## config.mk

```make
export PLATFORM = sky130hd
export DESIGN_NAME = hy_riscv_exec_core
export DESIGN_NICKNAME = d
export VERILOG_FILES = /design/src/rtl/hy_riscv_exec_core.sv
export SDC_FILE = /design/constraint.sdc
export NUM_CORES = 2
export LEC_CHECK = 0
export ABC_AREA = 0
export CAP_MARGIN = 10
export CORE_MARGIN = 2
export CORE_UTILIZATION = 51
export DETAILED_ROUTE_END_ITERATION = 10
export MAX_ROUTING_LAYER = met4
export PLACE_DENSITY_LB_ADDON = 0.3
export SETUP_SLACK_MARGIN = 0.3
export SLEW_MARGIN = 20
export SYNTH_ARGS = -nofsm -noshare
export SYNTH_HDL_FRONTEND = slang
export SYNTH_SLANG_ARGS = --single-unit
export TNS_END_PERCENT = 50
```

## constraint.sdc

```tcl
create_clock -name clk -period 9.58 [get_ports clk]
set_clock_uncertainty 0.15 [all_clocks]
set_input_delay 0.958 -clock clk [delete_from_list [all_inputs] [get_ports clk]]
set_output_delay 0.958 -clock clk [all_outputs]
set_load 0.02 [all_outputs]
```

## src/rtl/hy_riscv_exec_core.sv

```systemverilog
// Multi-cycle RV32I execute core: IDLE/EXEC/MEM FSM, own register file, req/ack memory port.
// Define HY_RV_M_EXT_EN to add single-cycle MUL/MULH/MULHSU/MULHU.
module hy_riscv_exec_core #(
    parameter int NUM_REGS = 32,
    parameter int MEM_AW   = 10
) (
    input  logic              clk,
    input  logic              reset,
    input  logic              op_valid,
    output logic              op_ready,
    input  logic [31:0]       opcode,
    input  logic [31:0]       op_pc,
    output logic              mem_req,
    output logic              mem_we,
    output logic [MEM_AW-1:0] mem_addr,
    output logic [31:0]       mem_wdata,
    output logic [3:0]        mem_wstrb,
    input  logic              mem_ack,
    input  logic [31:0]       mem_rdata,
    output logic              retire_valid,
    output logic [31:0]       alu_result,
    output logic              branch_taken,
    output logic [31:0]       branch_target,
    output logic              illegal
);

    localparam int         IW = $clog2(NUM_REGS);
    localparam logic [5:0] NR = 6'(NUM_REGS);

    typedef enum logic [1:0] {IDLE, EXEC, MEM} state_t;

    state_t      state;
    logic [31:0] ir;
    logic [31:0] pc;
    logic [31:0] regs [NUM_REGS];

    logic [6:0]  opc, f7;
    logic [2:0]  f3;
    logic [4:0]  rs1, rs2, rd;
    logic [31:0] imm_i, imm_s, imm_b, imm_u, imm_j;
    logic [31:0] a, b, ea, pc4;
    logic        rs1_ok, rs2_ok, rd_ok;
    logic        is_lui, is_auipc, is_jal, is_jalr, is_br;
    logic        is_load, is_store, is_opimm, is_op;

    assign opc = ir[6:0];
    assign rd  = ir[11:7];
    assign f3  = ir[14:12];
    assign rs1 = ir[19:15];
    assign rs2 = ir[24:20];
    assign f7  = ir[31:25];

    assign imm_i = {{20{ir[31]}}, ir[31:20]};
    assign imm_s = {{20{ir[31]}}, ir[31:25], ir[11:7]};
    assign imm_b = {{19{ir[31]}}, ir[31], ir[7], ir[30:25], ir[11:8], 1'b0};
    assign imm_u = {ir[31:12], 12'd0};
    assign imm_j = {{11{ir[31]}}, ir[31], ir[19:12], ir[20], ir[30:21], 1'b0};

    assign is_lui   = opc == 7'b0110111;
    assign is_auipc = opc == 7'b0010111;
    assign is_jal   = opc == 7'b1101111;
    assign is_jalr  = opc == 7'b1100111;
    assign is_br    = opc == 7'b1100011;
    assign is_load  = opc == 7'b0000011;
    assign is_store = opc == 7'b0100011;
    assign is_opimm = opc == 7'b0010011;
    assign is_op    = opc == 7'b0110011;

    assign rs1_ok = {1'b0, rs1} < NR;
    assign rs2_ok = {1'b0, rs2} < NR;
    assign rd_ok  = {1'b0, rd} < NR;

    assign a   = rs1_ok ? regs[rs1[IW-1:0]] : 32'd0;
    assign b   = rs2_ok ? regs[rs2[IW-1:0]] : 32'd0;
    assign pc4 = pc + 32'd4;
    assign ea  = a + (is_store ? imm_s : imm_i);

    function automatic logic [31:0] alu(input logic [2:0] f, input logic alt,
                                        input logic [31:0] x, input logic [31:0] y);
        logic [31:0] sra;
        sra = $signed(x) >>> y[4:0];
        unique case (f)
            3'b000:  alu = alt ? x - y : x + y;
            3'b001:  alu = x << y[4:0];
            3'b010:  alu = {31'd0, $signed(x) < $signed(y)};
            3'b011:  alu = {31'd0, x < y};
            3'b100:  alu = x ^ y;
            3'b101:  alu = alt ? sra : x >> y[4:0];
            3'b110:  alu = x | y;
            default: alu = x & y;
        endcase
    endfunction

`ifdef HY_RV_M_EXT_EN
    logic [32:0] ma, mb;
    logic [63:0] prod;
    logic [31:0] mul_res;
    assign ma      = {(f3 == 3'b001 || f3 == 3'b010) ? a[31] : 1'b0, a};
    assign mb      = {(f3 == 3'b001) ? b[31] : 1'b0, b};
    assign prod    = $signed({{31{ma[32]}}, ma}) * $signed({{31{mb[32]}}, mb});
    assign mul_res = (f3 == 3'b000) ? prod[31:0] : prod[63:32];
`endif

    logic        ill, wb, taken, is_mem, we, cond, use1, use2, use_d;
    logic [31:0] res, target, wdata, ld_val;
    logic [3:0]  strb;
    logic [7:0]  lb;
    logic [15:0] lh;

    always_comb begin
        ill    = 1'b0;
        wb     = 1'b0;
        taken  = 1'b0;
        is_mem = 1'b0;
        we     = 1'b0;
        cond   = 1'b0;
        use1   = 1'b0;
        use2   = 1'b0;
        use_d  = 1'b0;
        res    = 32'd0;
        target = pc4;
        wdata  = 32'd0;
        strb   = 4'd0;
        unique case (1'b1)
            is_lui: begin
                res = imm_u; wb = 1'b1; use_d = 1'b1;
            end
            is_auipc: begin
                res = pc + imm_u; wb = 1'b1; use_d = 1'b1;
            end
            is_jal: begin
                res = pc4; wb = 1'b1; use_d = 1'b1;
                taken = 1'b1; target = pc + imm_j;
            end
            is_jalr: begin
                res = pc4; wb = 1'b1; use1 = 1'b1; use_d = 1'b1;
                taken = 1'b1; target = (a + imm_i) & ~32'd1;
                ill = f3 != 3'b000;
            end
            is_br: begin
                use1 = 1'b1; use2 = 1'b1;
                case (f3)
                    3'b000:  cond = a == b;
                    3'b001:  cond = a != b;
                    3'b100:  cond = $signed(a) < $signed(b);
                    3'b101:  cond = $signed(a) >= $signed(b);
                    3'b110:  cond = a < b;
                    3'b111:  cond = a >= b;
                    default: ill = 1'b1;
                endcase
                res   = {31'd0, cond};
                taken = cond;
                if (cond) target = pc + imm_b;
            end
            is_load: begin
                use1 = 1'b1; use_d = 1'b1; is_mem = 1'b1; res = ea;
                ill = (f3 == 3'b011) || (f3[2:1] == 2'b11)
                   || (f3[1:0] == 2'b01 && ea[0])
                   || (f3[1:0] == 2'b10 && ea[1:0] != 2'b00);
            end
            is_store: begin
                use1 = 1'b1; use2 = 1'b1; is_mem = 1'b1; we = 1'b1; res = ea;
                case (f3)
                    3'b000: begin strb = 4'b0001 << ea[1:0]; wdata = {4{b[7:0]}}; end
                    3'b001: begin strb = 4'b0011 << ea[1:0]; wdata = {2{b[15:0]}}; end
                    3'b010: begin strb = 4'b1111; wdata = b; end
                    default: ill = 1'b1;
                endcase
                if ((f3 == 3'b001 && ea[0]) || (f3 == 3'b010 && ea[1:0] != 2'b00))
                    ill = 1'b1;
            end
            is_opimm: begin
                use1 = 1'b1; use_d = 1'b1; wb = 1'b1;
                res = alu(f3, f3 == 3'b101 && f7[5], a, imm_i);
                ill = (f3 == 3'b001 && f7 != 7'd0)
                   || (f3 == 3'b101 && f7 != 7'd0 && f7 != 7'b0100000);
            end
            is_op: begin
                use1 = 1'b1; use2 = 1'b1; use_d = 1'b1; wb = 1'b1;
                if (f7 == 7'd0)
                    res = alu(f3, 1'b0, a, b);
                else if (f7 == 7'b0100000 && (f3 == 3'b000 || f3 == 3'b101))
                    res = alu(f3, 1'b1, a, b);
`ifdef HY_RV_M_EXT_EN
                else if (f7 == 7'b0000001 && !f3[2])
                    res = mul_res;
`endif
                else
                    ill = 1'b1;
            end
            default: ill = 1'b1;
        endcase
        if ((use1 && !rs1_ok) || (use2 && !rs2_ok) || (use_d && !rd_ok))
            ill = 1'b1;
        if (ill) begin
            wb = 1'b0; is_mem = 1'b0; taken = 1'b0; target = pc4;
        end
    end

    assign lb = mem_rdata[{ea[1:0], 3'b000} +: 8];
    assign lh = mem_rdata[{ea[1], 4'b0000} +: 16];

    always_comb begin
        case (f3)
            3'b000:  ld_val = {{24{lb[7]}}, lb};
            3'b100:  ld_val = {24'd0, lb};
            3'b001:  ld_val = {{16{lh[15]}}, lh};
            3'b101:  ld_val = {16'd0, lh};
            default: ld_val = mem_rdata;
        endcase
    end

    always_ff @(posedge clk) begin
        if (reset) begin
            state         <= IDLE;
            op_ready      <= 1'b0;
            ir            <= 32'd0;
            pc            <= 32'd0;
            mem_req       <= 1'b0;
            mem_we        <= 1'b0;
            mem_addr      <= '0;
            mem_wdata     <= 32'd0;
            mem_wstrb     <= 4'd0;
            retire_valid  <= 1'b0;
            alu_result    <= 32'd0;
            branch_taken  <= 1'b0;
            branch_target <= 32'd0;
            illegal       <= 1'b0;
            for (int i = 0; i < NUM_REGS; i++) regs[i] <= 32'd0;
        end else begin
            retire_valid <= 1'b0;
            unique case (state)
                IDLE: begin
                    if (op_valid && op_ready) begin
                        ir       <= opcode;
                        pc       <= op_pc;
                        op_ready <= 1'b0;
                        state    <= EXEC;
                    end else begin
                        op_ready <= 1'b1;
                    end
                end
                EXEC: begin
                    if (is_mem) begin
                        mem_req   <= 1'b1;
                        mem_we    <= we;
                        mem_addr  <= ea[MEM_AW+1:2];
                        mem_wdata <= wdata;
                        mem_wstrb <= strb;
                        state     <= MEM;
                    end else begin
                        if (wb && rd != 5'd0) regs[rd[IW-1:0]] <= res;
                        retire_valid  <= 1'b1;
                        alu_result    <= res;
                        branch_taken  <= taken;
                        branch_target <= target;
                        illegal       <= ill;
                        op_ready      <= 1'b1;
                        state         <= IDLE;
                    end
                end
                default: begin
                    if (mem_ack) begin
                        if (!mem_we && rd != 5'd0) regs[rd[IW-1:0]] <= ld_val;
                        mem_req       <= 1'b0;
                        mem_we        <= 1'b0;
                        mem_wstrb     <= 4'd0;
                        retire_valid  <= 1'b1;
                        alu_result    <= mem_we ? ea : ld_val;
                        branch_taken  <= 1'b0;
                        branch_target <= pc4;
                        illegal       <= 1'b0;
                        op_ready      <= 1'b1;
                        state         <= IDLE;
                    end
                end
            endcase
        end
    end

endmodule

```

Word-level counts from Yosys, hierarchy flattened
Memories as Yosys holds them, arrays and structs flattened. A register that Yosys moved wholly into a read port is not among the register bits.
Cells that the tools add are included.
- register bits after elaboration: 182
- RAM bits: 1024
- input port bits: 100
- output and inout bits: 116
- logic and storage cells: 199
- memories: 1
- memories (memory ; depth ; width ; read ports ; clocked after Yosys merged registers in ; write ports ; line ; text):
    regs ; 32 ; 32 ; 2 ; 2 ; 32 ; 35 ; logic [31:0] regs [NUM_REGS];
- $add $sub $neg: 9
- magnitude comparators: 6
- equal/unequal tests: 27
- shifts and indexed selects: 10
- multiplexer cells: 82
- bitwise gates (word level): 8
- reductions and logical operators: 42
- operator list (cell ; count):
    32-bit one-hot mux with 7 select lines ; 4
    32-bit 2-to-1 mux ; 14
    32-bit adder ; 6
    32-bit one-hot mux with 3 select lines ; 2
    32-bit one-hot mux with 2 select lines ; 2
    32-bit one-hot mux with 4 select lines ; 1
    32-bit < comparator ; 3
    32-bit AND ; 2
    32-bit greater-or-equal comparator ; 2
    32-bit bitwise OR ; 2
    32-bit by 5-bit left shift with 32-bit output ; 2
    32-bit by 5-bit right shift with 32-bit output ; 2
    32-bit by 5-bit >>> shifter with 32-bit output ; 2
    32-bit subtractor ; 2
    32-bit XOR ; 2
    1-bit 2-to-1 mux ; 35
    32-bit by 3-bit adder with 32-bit output (second input constant) ; 1
    32-bit equality test ; 1
    32-bit by 12-bit < comparator with 1-bit output ; 1
    32-bit != test ; 1
    32-bit OR reduction ; 1
    32-bit by 6-bit indexed part select with 16-bit output ; 1
    32-bit by 6-bit indexed part select with 8-bit output ; 1
    5-bit 2-to-1 mux ; 6
    other kinds (38) ; 88

Logic depth before layout (Yosys ltp)
- word-level depth: 18
- gate-level depth with buffers: 29
- mapped depth without buffers: 20

Least setup slack after synthesis
Ideal clock, no wire load.
- kind: register to register
- start point: register (tool-made name)
- end point: memory regs[5][25], data pin
- library setup time: 0.266 ns
- data arrival time: 6.833 ns
- required time: 9.164 ns
- path slack: 2.331 ns
- cell stages (with the launch flop): 24
- path buffers: 8
- clock period less this slack: 7.249 ns
- path through: dfxtp_1 clkbuf_1 clkbuf_1 clkbuf_1 buf_2 buf_1 buf_1 mux4_2 mux4_2 mux2i_1 ha_1 or3_1 clkbuf_1 or4_1 o211ai_1 a211oi_1 xnor2_1 a21oi_1 o21ai_0 a221o_1 a211o_1 o21ai_1 buf_2 nor2_1
- RTL lines (what ; line):
    end: declaration ; 35

==> impl_metrics.py <==
metrics = {
    "run_status": {
        "status": "complete, no violations",
    },
    "pwr": {
        "vdd_drop_max_uv": 205,
        "p_leak_nw": 32.9,
        "power.switching_w": 0.00634,
        "switching_share_pct": 37.6,
        "pwr-share-comb_pct": 33.0,
        "power.density_nw_per_um2": 176,
        "power_frac_clock_pct": 30.9,
        "p_seq_share_pct": 36.0,
        "intPower_w": 0.0105,
    },
    "final_layout": {
        "area_growth_pct": 11.7,
        "final_cell_mix": "1412 x nor2_1, 1024 x edfxtp_1, 684 x nand2_1",
        "layout-drive-gt1-share_pct": 14.4,
        "layout_commonest_cell": "nor2_1",
        "nNetsFinal": 9087,
        "fin_util_pct": 57.3,
    },
    "placed_design": {
        "dpl.hpwl_mm": 315,
        "pre_cts_slack_ps": 965,
        "io_buffers": 215,
        "gp_congestion": 1.14,
    },
    "detailed_routing": {
        "postRouteAntennaNets": 0,
        "firstDrtPassIters": 11,
        "via_per_inst": 7.47,
        "wl_per_cell_um": 41.2,
        "drc": 0,
        "wl_mm": 455,
        "num_vias": 82577,
        "drt_iter0_markers": 16331,
    },
    "global_route": {
        "grt_max_degree": 104,
        "gr-usage-all-layers_pct": 53.8,
        "grt_pass1_wl_mm": 619,
        "antenna_found_initial": 31,
        "grt_overflow": 0,
        "grt_pass1_vias": 77144,
    },
    "worst_setup_path": {
        "rrSetupSlack_ps": 390,
        "worst-r2r-cell-count": 22,
        "path_common_cell": "buf_4",
        "crit_path_start_kind": "register",
        "cp.arrival_ps": 9560,
        "endpoint_kind": "register",
        "required_ps": 9950,
        "crit_chain": "and2b_4 -> buf_4 -> nand2_1 -> nand3_1 -> o31ai_1 -> nor2_4 -> inv_2 -> ha_1 -> a21o_1 -> a221oi_1 -> o21ai_0 -> a21oi_1 -> xnor2_1 -> a221oi_2 -> buf_4 -> o311ai_0 -> a311oi_1 -> a32o_1 -> nand3_1 -> nand2_1 -> buf_4 -> nor2_1",
        "max_stage_delay_ps": 770,
        "timing.rr.end": "regs[3][10]",
        "path_max_fanout": 41,
        "critPathKind": "register to register",
        "critPathSlowestCell": "and2b_4",
        "endpoint": "regs[3][10]",
    },
    "cts": {
        "htreeDepth": 4,
        "post_cts_buffers": 0,
        "clockBufferDepth": 3,
        "clkSlewWorstSetupHoldPaths_ps": 60,
        "cts_tree": "yes",
        "clkLatencyLatePin_ps": 840,
        "cts_hold_buf": 0,
        "cts_made_buffers": 133,
        "cts_root_buffer": "clkbuf_16",
        "ctsResizeCount": 0,
        "numClockSinks": 1216,
    },
    "timing": {
        "slew_headroom_pct": 14.1,
        "setup_viol_count_final": 0,
        "min_period_ps": 9190,
        "worst_slew_pin_slew_ps": 1260,
        "tns_ps": 0,
        "hold_viol": 0,
        "setup_slack_ps": 387,
        "slew_violations": 0,
        "fmax_mhz": 109,
        "period_share_pct": 96.0,
        "rsz0062_at_grt": "no",
    },
    "logic_synthesis": {
        "synth_edf_count": 1024,
        "syn_avg_cell_area_um2": 9.84,
        "syn_area_um2": 85600,
        "ys_seq_area_share_pct": 40.4,
        "synth_seq_cells": 1216,
        "yosysWarnings": 0,
        "synth.distinct_cells": 103,
        "synth_ff_type": "edfxtp_1",
        "async_flop_share_pct": 0,
        "netlist_instances": 8695,
    },
    "floorplan": {
        "fp-row-count": 150,
        "dieArea_um2": 171000,
        "start_util_pct": 51.3,
        "core_area_um2": 167000,
        "die_y_um": 414,
        "die_w_um": 414,
        "io_pins": 216,
    },
    "worst_hold_path": {
        "hold_path.class": "register to register",
    },
    "job": {
        "maxCapViolations": 0,
    },
}
-- how the worst min path moves through the flow --
stage	slack, ps	startpoint	cells past startpoint	to
CTS	300	mem_wdata[12]	2	mem_wdata[12]
global placement	290	branch_target[0]	2	branch_target[0]
global route	330	alu_result[24]	2	alu_result[24]
floorplan	300	pc[0]	2	pc[0]
detailed placement	300	mem_wdata[12]	2	mem_wdata[12]
finish	300	mem_wdata[13]	2	mem_wdata[13]
-- worst max-delay path, delay by kind of cell (launching register included) --
kind / cells / cell delay, ps
flip-flops: 1 / 560
AND/OR/NAND/NOR: 7 / 2260
AO/OA/AOI/OAI: 9 / 3380
XOR/XNOR: 1 / 350
adder cells (fa/ha/maj): 1 / 330
buffers and inverters: 4 / 1690
-- state kept, by name, summed over array words and instances (netlist names), 4 cells and up, named ones only --
signal         cells
mem_wdata         32
branch_target     32
regs            1024
alu_result        32
pc                32
mem_addr          10
mem_wstrb          4
ir                32
-- cell type report --
cell class                      count  area, um2
Antenna cell                       46        115
Multi-Input combinational cell   6540      47300
Clock buffer                      176       3690
Tap cell                         2204       2760
Sequential cell                  1216      34600
Inverter                          165        619
Fill cell                       14102      71200
Clock inverter                     63        662
Timing Repair Buffer              643       5910
-- synthesized netlist by cell type, types with 36 or more instances --
cell | count | share of area, %
nor2_1 | 1420 | 6.2
edfxtp_1 | 1024 | 36
nand2_1 | 747 | 3.3
a21oi_1 | 657 | 3.8
mux2i_1 | 614 | 7.2
clkbuf_1 | 437 | 1.9
mux4_2 | 375 | 9.9
o21ai_0 | 344 | 2.0
ha_1 | 280 | 4.1
dfxtp_1 | 192 | 4.5
buf_2 | 183 | 1.1
nand3_1 | 181 | 1.1
nor3_1 | 172 | 1.0
a22oi_1 | 160 | 1.4
inv_1 | 141 | 0.62
xnor2_1 | 118 | 1.2
a21o_1 | 115 | 1.0
a211oi_1 | 114 | 1.0
buf_1 | 79 | 0.35
buf_4 | 77 | 0.68
nor2b_1 | 75 | 0.55
o22ai_1 | 68 | 0.50
xor2_1 | 68 | 0.70
a31oi_1 | 65 | 0.48
o211ai_1 | 57 | 0.50
o221ai_1 | 54 | 0.55
a221oi_1 | 49 | 0.50
o31ai_1 | 47 | 0.41
o21a_1 | 38 | 0.33
nand4_1 | 37 | 0.27
o21bai_1 | 36 | 0.32
-- cell families after synthesis --
family | count (synthesis) | synth area share, %
compound gates | 2126 | 16.2
mux | 1023 | 17.6
fa+ha+maj | 288 | 4.28
simple gates | 2885 | 14.4
flops | 1216 | 40.4
other cells | 1 | 0.00438
buf+inv | 970 | 5.14
xor+xnor | 186 | 1.90
-- power groups by stage --
| stage | Combinational, W | Sequential [W] | Clock, W |
|---|---|---|---|
| 4_1_cts | 0.00520 | 0.00606 | 0.00519 |
| 6_report | 0.00557 | 0.00607 | 0.00522 |
| 3_5_place_dp | 0.00518 | 0.00617 | 0 |
| 5_1_grt | 0.00563 | 0.00608 | 0.00540 |
| 3_3_place_gp | 0.00520 | 0.00615 | 0 |
| 2_1_floorplan | 0.00298 | 0.00610 | 0 |
-- layer usage --
layer	routed length, um	track usage, %
met5	0	-
met4	46400	42.0
met3	72300	21.3
met2	184000	72.8
met1	152000	63.5
-- through the flow --
| step | total power (W) | area (um2) | hold slack [ps] | std cells |
|---|---|---|---|---|
| after floorplan | 0.00908 | 85700 | 300 | 8726 |
| after global placement | 0.0114 | 91100 | 294 | 10765 |
| after detailed placement | 0.0113 | 91100 | 297 | 10766 |
| after CTS | 0.0165 | 95500 | 305 | 11005 |
| after global routing | 0.0171 | 95600 | 326 | 11044 |
| final | 0.0169 | 95600 | 304 | 11053 |
Note: power is estimated with default switching activity, not from simulation.
